$ cat config.mk
export PLATFORM = sky130hd
export DESIGN_NAME = adc_word_unpacker
export DESIGN_NICKNAME = d
export VERILOG_FILES = /design/src/rtl/adc_pkg.sv /design/src/rtl/adc_word_fifo.sv /design/src/rtl/adc_word_unpacker.sv
export SDC_FILE = /design/constraint.sdc
export NUM_CORES = 1
export LEC_CHECK = 0
export BUFFER_PORTS_ARGS = -buffer_cell sky130_fd_sc_hd__clkbuf_2
export CORE_AREA = 2 2 155 119
export DETAILED_ROUTE_END_ITERATION = 6
export DIE_AREA = 0 0 157 121
export PLACE_DENSITY = 0.64
export SYNTH_ARGS = -nofsm -noshare
export SYNTH_HDL_FRONTEND = slang
export SYNTH_SLANG_ARGS = --single-unit
$ cat constraint.sdc
create_clock -name i_62clk -period 9.1 [get_ports i_62clk]
set_input_delay 1.82 -clock i_62clk [delete_from_list [all_inputs] [get_ports i_62clk]]
set_output_delay 1.82 -clock i_62clk [all_outputs]
set_load 0.02 [all_outputs]
$ cat src/rtl/adc_pkg.sv
// Shared constants and types for the packed ADC word format.
// Four 14-bit samples sit in 16-bit lanes; the top two bits of each lane are padding.
package adc_pkg;

  localparam int SAMPLE_W = 14;
  localparam int LANE_W   = 16;
  localparam int LANES    = 4;
  localparam int WORD_W   = LANE_W * LANES;

  localparam logic [WORD_W-1:0] PAD_MASK = 64'hC000_C000_C000_C000;

  typedef logic [1:0] lane_idx_t;

  typedef enum logic [2:0] {
    EMPTY,
    LANE0,
    LANE1,
    LANE2,
    LANE3
  } unpack_state_t;

  function automatic logic has_pad_bits(input logic [WORD_W-1:0] word);
    return |(word & PAD_MASK);
  endfunction

endpackage

$ cat src/rtl/adc_word_fifo.sv
// Small synchronous word FIFO; head is a registered entry selected by the registered read pointer,
// so it is valid as soon as the FIFO is non-empty.
module adc_word_fifo #(
  parameter int DEPTH = 2,
  parameter int WIDTH = 64
) (
  input  logic                       i_62clk,
  input  logic                       i_nreset,
  input  logic                       push,
  input  logic [WIDTH-1:0]           push_data,
  input  logic                       pop,
  output logic [WIDTH-1:0]           head,
  output logic                       full,
  output logic                       empty,
  output logic [$clog2(DEPTH):0]     count
);

  localparam int PTR_W = $clog2(DEPTH);
  localparam logic [PTR_W:0] COUNT_FULL = (PTR_W + 1)'(DEPTH);
  localparam logic [PTR_W:0] COUNT_ZERO = '0;

  logic [WIDTH-1:0] mem [DEPTH];
  logic [PTR_W-1:0] wr_ptr_reg;
  logic [PTR_W-1:0] rd_ptr_reg;
  logic [PTR_W:0]   count_reg;
  logic             do_push;
  logic             do_pop;

  assign do_push = push && (count_reg != COUNT_FULL);
  assign do_pop  = pop && (count_reg != COUNT_ZERO);

  // Storage needs no reset: nothing reads an entry before it has been written.
  always_ff @(posedge i_62clk) begin
    if (do_push) begin
      mem[wr_ptr_reg] <= push_data;
    end
  end

  always_ff @(posedge i_62clk or negedge i_nreset) begin
    if (!i_nreset) begin
      wr_ptr_reg <= '0;
      rd_ptr_reg <= '0;
      count_reg  <= '0;
    end else begin
      if (do_push) begin
        wr_ptr_reg <= wr_ptr_reg + 1'b1;
      end
      if (do_pop) begin
        rd_ptr_reg <= rd_ptr_reg + 1'b1;
      end
      if (do_push && !do_pop) begin
        count_reg <= count_reg + 1'b1;
      end else if (do_pop && !do_push) begin
        count_reg <= count_reg - 1'b1;
      end
    end
  end

  assign head  = mem[rd_ptr_reg];
  assign full  = (count_reg == COUNT_FULL);
  assign empty = (count_reg == COUNT_ZERO);
  assign count = count_reg;

endmodule

$ cat src/rtl/adc_word_unpacker.sv
// Buffers packed 4-sample ADC words and replays them as a 14-bit sample stream, lane0 first.
// Also flags nonzero pad bits on accepted words and counts fully emitted words.
module adc_word_unpacker
  import adc_pkg::*;
#(
  parameter int FIFO_DEPTH = 2,
  parameter int CNT_W      = 16
) (
  input  logic                i_62clk,
  input  logic                i_nreset,
  input  logic [WORD_W-1:0]   i_word,
  input  logic                i_word_valid,
  output logic                o_word_ready,
  output logic [SAMPLE_W-1:0] o_sample,
  output logic                o_sample_valid,
  input  logic                i_sample_ready,
  output logic [1:0]          o_lane,
  output logic                o_pad_err,
  input  logic                i_clear_err,
  output logic [CNT_W-1:0]    o_word_count
);

  localparam int FIFO_CNT_W = $clog2(FIFO_DEPTH) + 1;

  unpack_state_t         state_reg;
  unpack_state_t         state_next;
  logic [WORD_W-1:0]     fifo_head;
  logic                  fifo_full;
  logic                  fifo_empty;
  logic [FIFO_CNT_W-1:0] fifo_count;
  logic                  push;
  logic                  pop;
  logic                  sample_valid;
  lane_idx_t             lane;
  logic [SAMPLE_W-1:0]   sample;
  logic [SAMPLE_W-1:0]   lane_sample [LANES];
  logic                  pad_err_reg;
  logic [CNT_W-1:0]      word_count_reg;

  // Ready depends only on registered occupancy, never on downstream ready.
  assign o_word_ready = !fifo_full;
  assign push         = i_word_valid && !fifo_full;

  adc_word_fifo #(
    .DEPTH (FIFO_DEPTH),
    .WIDTH (WORD_W)
  ) u_fifo (
    .i_62clk   (i_62clk),
    .i_nreset  (i_nreset),
    .push      (push),
    .push_data (i_word),
    .pop       (pop),
    .head      (fifo_head),
    .full      (fifo_full),
    .empty     (fifo_empty),
    .count     (fifo_count)
  );

  for (genvar gi = 0; gi < LANES; gi++) begin : g_lane
    assign lane_sample[gi] = fifo_head[gi*LANE_W +: SAMPLE_W];
  end

  always_ff @(posedge i_62clk or negedge i_nreset) begin
    if (!i_nreset) begin
      state_reg <= EMPTY;
    end else begin
      state_reg <= state_next;
    end
  end

  always_comb begin
    state_next   = state_reg;
    sample_valid = 1'b0;
    lane         = '0;
    pop          = 1'b0;
    sample       = '0;
    case (state_reg)
      EMPTY: begin
        if (!fifo_empty) begin
          state_next = LANE0;
        end
      end
      LANE0: begin
        sample_valid = 1'b1;
        lane         = 2'd0;
        if (i_sample_ready) begin
          state_next = LANE1;
        end
      end
      LANE1: begin
        sample_valid = 1'b1;
        lane         = 2'd1;
        if (i_sample_ready) begin
          state_next = LANE2;
        end
      end
      LANE2: begin
        sample_valid = 1'b1;
        lane         = 2'd2;
        if (i_sample_ready) begin
          state_next = LANE3;
        end
      end
      LANE3: begin
        sample_valid = 1'b1;
        lane         = 2'd3;
        if (i_sample_ready) begin
          pop = 1'b1;
          // Chain straight into the next buffered word so full-rate streams have no bubble.
          state_next = (fifo_count > FIFO_CNT_W'(1)) ? LANE0 : EMPTY;
        end
      end
      default: begin
        state_next = EMPTY;
      end
    endcase
    if (sample_valid) begin
      sample = lane_sample[lane];
    end
  end

  assign o_sample_valid = sample_valid;
  assign o_sample       = sample;
  assign o_lane         = lane;

  always_ff @(posedge i_62clk or negedge i_nreset) begin
    if (!i_nreset) begin
      pad_err_reg    <= 1'b0;
      word_count_reg <= '0;
    end else begin
      // A new pad violation takes priority over a simultaneous clear.
      if (push && has_pad_bits(i_word)) begin
        pad_err_reg <= 1'b1;
      end else if (i_clear_err) begin
        pad_err_reg <= 1'b0;
      end
      if (pop) begin
        word_count_reg <= word_count_reg + 1'b1;
      end
    end
  end

  assign o_pad_err    = pad_err_reg;
  assign o_word_count = word_count_reg;

endmodule

**After elaboration in Yosys (flattened, before gate mapping)**

Memories as Yosys holds them, arrays and structs flattened.
Index checks and enable logic that the tools add are counted.

- Bits in registers: 24
- Bits in writable memories: 128
- Bits of input ports: 69
- Output and inout port bits: 35
- Logic and storage cells: 64
- Memories: 1

Memory list:

| name | depth | bits a word | rd ports | clocked after Yosys merged registers in | wr ports | RTL line | source |
|---|---|---|---|---|---|---|---|
| u_fifo.mem | 2 | 64 | 1 | 0 | 1 | adc_word_fifo.sv:22 | `logic [WIDTH-1:0] mem [DEPTH];` |

- Add/subtract/negate cells: 5
- Order comparisons: 2
- Equality and inequality tests: 11
- Muxes and demuxes: 21
- Bitwise gates (word level): 1
- Reductions and logical operators: 17

Operator list:

| operator | count |
|---|---|
| 14-bit 2-to-1 mux | 3 |
| 14-bit binary-select mux with 2-bit select | 1 |
| 16-bit by 1-bit adder with 16-bit output (second input constant) | 1 |
| 3-bit 2-to-1 mux | 5 |
| 3-bit case mux with 5 select lines | 1 |
| 2-bit != test (second input constant) | 6 |
| 1-bit 2-to-1 mux | 8 |
| 8-bit OR reduction | 1 |
| 3-bit by 2-bit equality test with 1-bit output (second input constant) | 2 |
| 1-bit logical AND | 6 |
| 2-bit case mux with 3 select lines | 1 |
| 2-bit nonzero test | 3 |
| 5-bit AND reduction | 1 |
| 2-bit 2-to-1 mux | 2 |
| 4-bit OR reduction | 1 |
| 3-bit by 1-bit equality test with 1-bit output (second input constant) | 1 |
| 3-bit equality test (second input constant) | 1 |
| 3-bit >= comparator (second input constant) | 1 |
| 1-bit logical NOT | 3 |
| 3-bit logical NOT | 1 |
| 2-bit inverter with 3-bit output | 1 |
| 1-bit adder (second input constant) | 2 |
| 2-bit by 1-bit adder with 2-bit output (second input constant) | 1 |
| 2-bit equality test (second input constant) | 1 |
| 3 further kinds | 3 |

**Depth between registers and ports, before layout**

- Depth in word-level cells: 8
- Mapped depth: 7
- Depth with buffers taken out: 6

**Modules after synthesis**

From an unflattened synthesis, not the netlist that was laid out.

- Cell total of the unflattened synthesis: 360
- Area total of the unflattened synthesis: 6379.9 um2

By module, submodules not included:

| module | times used | cells an instance | area each (um2) | seq. area each (um2) |
|---|---|---|---|---|
| adc_word_fifo | 1 | 218 | 5021.1 | 3943.8 |
| adc_word_unpacker | 1 | 142 | 1358.8 | 500.5 |

**Worst setup path after synthesis**

OpenSTA, ideal clock, no wires.

- Kind: input -> register
- Start: input port i_word_valid
- End: memory u_fifo.mem[0][0], enable pin
- Library setup time: 0.477 ns
- Arrival: 4.617 ns
- Data required time: 8.623 ns
- Path slack: 4.006 ns
- Stages: 2
- Buffers on the path: 0
- Cells stage by stage: nor2b_1 -> nor2b_1

- Cells in the longest elaborated chain, start to end: 4

RTL lines:

| what | RTL line | source |
|---|---|---|
| start, declared | adc_word_unpacker.sv:12 | `input logic i_word_valid,` |
| 1-bit logical AND | adc_word_unpacker.sv:42 | `assign push = i_word_valid && !fifo_full;` |
| 1-bit logical AND | adc_word_fifo.sv:29 | `assign do_push = push && (count_reg != COUNT_FULL);` |
| 1-bit 2-to-1 mux | adc_word_fifo.sv:34 | `if (do_push) begin` |
| 1-bit 2-to-1 mux (not written as such) | adc_word_fifo.sv:35 | `mem[wr_ptr_reg] <= push_data;` |
| end, declared | adc_word_fifo.sv:22 |  |

No other way between the ends.

**Worst setup path in the final report**

- Start: register state_reg[0]
- End: output port o_sample[1]

- Cells in the longest elaborated chain, start to end: 7
- Elaborated cells on any way between the ends: 12
- Classes of those cells: eq/ne (4); mux (6); bitwise (1); reduce/logical (1)

RTL lines:

| what | RTL line | source |
|---|---|---|
| start, declared | adc_word_unpacker.sv:25 | `unpack_state_t state_reg;` |
| start signal, assigned | adc_word_unpacker.sv:67 | `state_reg <= state_next;` |
| 3-bit equality test or 3-bit by 2-bit equality test with 1-bit output (tied branches) | adc_word_unpacker.sv:77 | `case (state_reg)` |
| 2-bit case mux with 3 select lines | adc_word_unpacker.sv:77 |  |
| 2-bit inverter with 3-bit output (not written as such) | adc_word_unpacker.sv:118 | `sample = lane_sample[lane];` |
| 14-bit binary-select mux with 2-bit select | adc_word_unpacker.sv:118 |  |
| 14-bit 2-to-1 mux (not written as such) (2 in a row) | adc_word_unpacker.sv:118 |  |
| 14-bit 2-to-1 mux * | adc_word_unpacker.sv:117 | `if (sample_valid) begin` |
| end, declared | adc_word_unpacker.sv:14 | `output logic [SAMPLE_W-1:0] o_sample,` |

Every way passes the cells marked *; elsewhere a longest branch is shown, timed or not. The select of a mux whose other input is x is not followed.

==> flow_summary.ini <==
[power_and_ir_drop]
ir_worst_vdd_mv = 0.140
power.leakage_nw = 2.90
powerDensity_mw_per_mm2 = 342

[timing]
clock_skew_ns = 0.00708
timing.fmax_mhz = 216
slew_violations = 0
max-slew-margin-rel_pct = 39.8
hold_viol_final = 0
fin_crit_sh_pct = 50.9
setup_violations = 0
fin_crit_ns = 4.63
tns_ns = 0
setup_ws_ns = 4.47
worst_pin_slew_ns = 0.903
rsz0062_at_grt = no
hold_ws_ns = 0.471

[worst_hold_path]
hold_path.class = reg -> reg

[global_routing]
grt_pass1_wl_mm = 21.5
grt_pass1_vias = 3965
antenna_found_initial = 0
grt_usage_pct = 15.2
grt_max_degree = 113
overflow = 0

[drt]
first_pass_iters = 5
ant_nets = 0
avgViaCountPerCell = 4.87
drc_errors = 0
initialDrtViolationCount = 334
wirelength_mm = 13.7
drt-wirelength-per-cell_um = 16.7
vias = 4010

[final_layout]
largest_reg_flops = 112
drive_gt1_share_pct = 26.7
diodes = 0
design_area_mm2 = 0.00735
final_nets = 643
fillers = 1591
area_growth_pct = 21.9

[clock_network]
cts_setup_buffers = 0
post_cts_resized = 0
cts_root_buf = clkbuf_16
clkSinkCount = 136
postCtsHoldBufs = 0
worstSkewPairLatency_ns = 0.42
clockBufferDepth = 2
cts_tree = done
clk_pin_slew_worst_paths_ns = 0.06
cts_buffers = 17
htreeDepth = 4

[yosys]
synthMostInstantiatedCell = edfxtp_1
synth.distinct_cells = 41
synth-seq-cells = 136
synth-edff-count = 112
netlist_area_mm2 = 0.00603
synth_commonest_cells = edfxtp_1 (112), nand2_1 (74), nand2b_1 (55)
ys_async_sr_fraction_pct = 17.6
netlist_top_cells_area = edfxtp_1 (56%), dfrtp_1 (10%), nand2b_1 (5.7%)
synth_warnings = 0
syn_area_per_cell_um2 = 12.8
synth_area_leader_cell = edfxtp_1
ys_seq_area_share_pct = 65.8
syn_inst = 472
ys.flop_type = edfxtp_1
syn_nets = 546
synth_top_area_share_pct = 55.8

[die]
fp.dieH_um = 121
pin_count = 104
die_x_um = 157
core_area_mm2 = 0.0174
rows = 42
initial_core_util_pct = 34.7
die_area_mm2 = 0.0190

[status]
status = finished, final reports clean

[worst_setup_path]
required_ns = 7.28
arrival_ns = 2.81
critPathMaxFanout = 37
cp-end-kind = output port
crit_type = reg -> out
start_kind = flip-flop
r2r_slack_ns = 6.87

[place]
dp_slack_ns = 4.91
numPortBuffers = 103
hpwl_mm = 9.11
globalplace.congestion = 0.867
dpl_cell_area_mm2 = 0.00676

[flow_run]
maxCapViolations = 0
[power breakdown]
group,internal (mW),leakage [nW],switching (mW)
clock,0.430,0.277,0.251
combinational,0.314,1.28,0.627
sequential,0.834,1.34,0.0572
[routing by layer]
metal / global-route usage [%] / routed length, um / vias to the layer above
met5: 0 / 0 / -
met4: 5.56 / 250 / 0
met2: 22.5 / 6180 / 142
li1: - / - / 1923
met3: 4.89 / 850 / 19
met1: 20.7 / 6460 / 1926
[worst max-delay path, cell delays in order (launching register included)]
cell and delay [ns]:
dfrtp_1 0.32, buf_4 0.36, inv_2 0.36, nor2_1 0.77
o22ai_1 0.22, nand2_1 0.15, clkbuf_2 0.19
[logic make-up after synthesis]
| kind of cell | synth area share (%) |
|---|---|
| DFF | 65.8 |
| AOI/OAI and AO/OA | 11.2 |
| and+or+nand+nor | 14.9 |
| adders and majority gates | 1.04 |
| muxes | 0.187 |
| xor gates and xnor gates | 3.65 |
| buffers and inverters | 3.22 |
[cell type report]
| type | instances | area [um2] | share of cell area, % |
|---|---|---|---|
| Multi-Input combinational cell | 293 | 1890 | 25.7 |
| Clock buffer | 20 | 437 | 5.94 |
| Inverter | 11 | 41.3 | 0.562 |
| Sequential cell | 136 | 3970 | 53.9 |
| Clock inverter | 11 | 149 | 2.03 |
| Timing Repair Buffer | 110 | 568 | 7.73 |
| Tap cell | 242 | 303 | 4.12 |
[final timing paths]
| check | startpoint | endpoint | cells after the start |
|---|---|---|---|
| worst max register to register | u_fifo.count[0] | u_fifo.mem[0][40] | 5 |
| max in group asynchronous | i_nreset | u_fifo.rd_ptr_reg | 1 |
| worst min-delay path | o_word_count[15] | o_word_count[15] | 1 |
| min in group asynchronous | i_nreset | o_word_count[4] | 1 |
| worst max-delay path | state_reg[0] | o_sample[1] | 6 |
| worst min register to register | o_word_count[15] | o_word_count[15] | 1 |
[cells in the final DEF (no fill, tap or decap), types with 2 or more instances in the layout]
| cell type | Yosys | final |
|---|---|---|
| dfrtp_1 | 24 | 23 |
| nand2_1 | 74 | 74 |
| nand3_1 | 8 | 8 |
| and2_1 | 4 | 3 |
| a22oi_1 | 27 | 27 |
| clkinv_2 | 0 | 2 |
| nor3_1 | 3 | 3 |
| clkinvlp_4 | 0 | 3 |
| nor2_1 | 9 | 9 |
| inv_2 | 2 | 2 |
| or4_1 | 2 | 2 |
| xor2_1 | 11 | 11 |
| nor2b_1 | 3 | 2 |
| edfxtp_1 | 112 | 112 |
| inv_1 | 9 | 9 |
| xnor2_1 | 11 | 10 |
| o21ai_0 | 6 | 6 |
| nand2b_1 | 55 | 55 |
| nand4_4 | 2 | 2 |
| buf_4 | 2 | 7 |
| clkbuf_1 | 13 | 3 |
| o22ai_1 | 28 | 28 |
| inv_6 | 0 | 2 |
| a211oi_1 | 26 | 26 |
| ha_1 | 5 | 5 |
| clkbuf_16 | 0 | 17 |
| clkbuf_2 | 0 | 103 |
| bufinv_16 | 0 | 3 |
| nor3_2 | 4 | 4 |
[through the flow]
stage	util, %	total power [mW]	instances
6_report	42.3	2.51	823
5_1_grt	42.3	2.66	823
4_1_cts	42.3	2.54	823
3_5_place_dp	38.9	1.85	792
3_3_place_gp	38.9	1.83	792
2_1_floorplan	-	1.57	472
No activity file was read; power rests on OpenSTA's default activity.
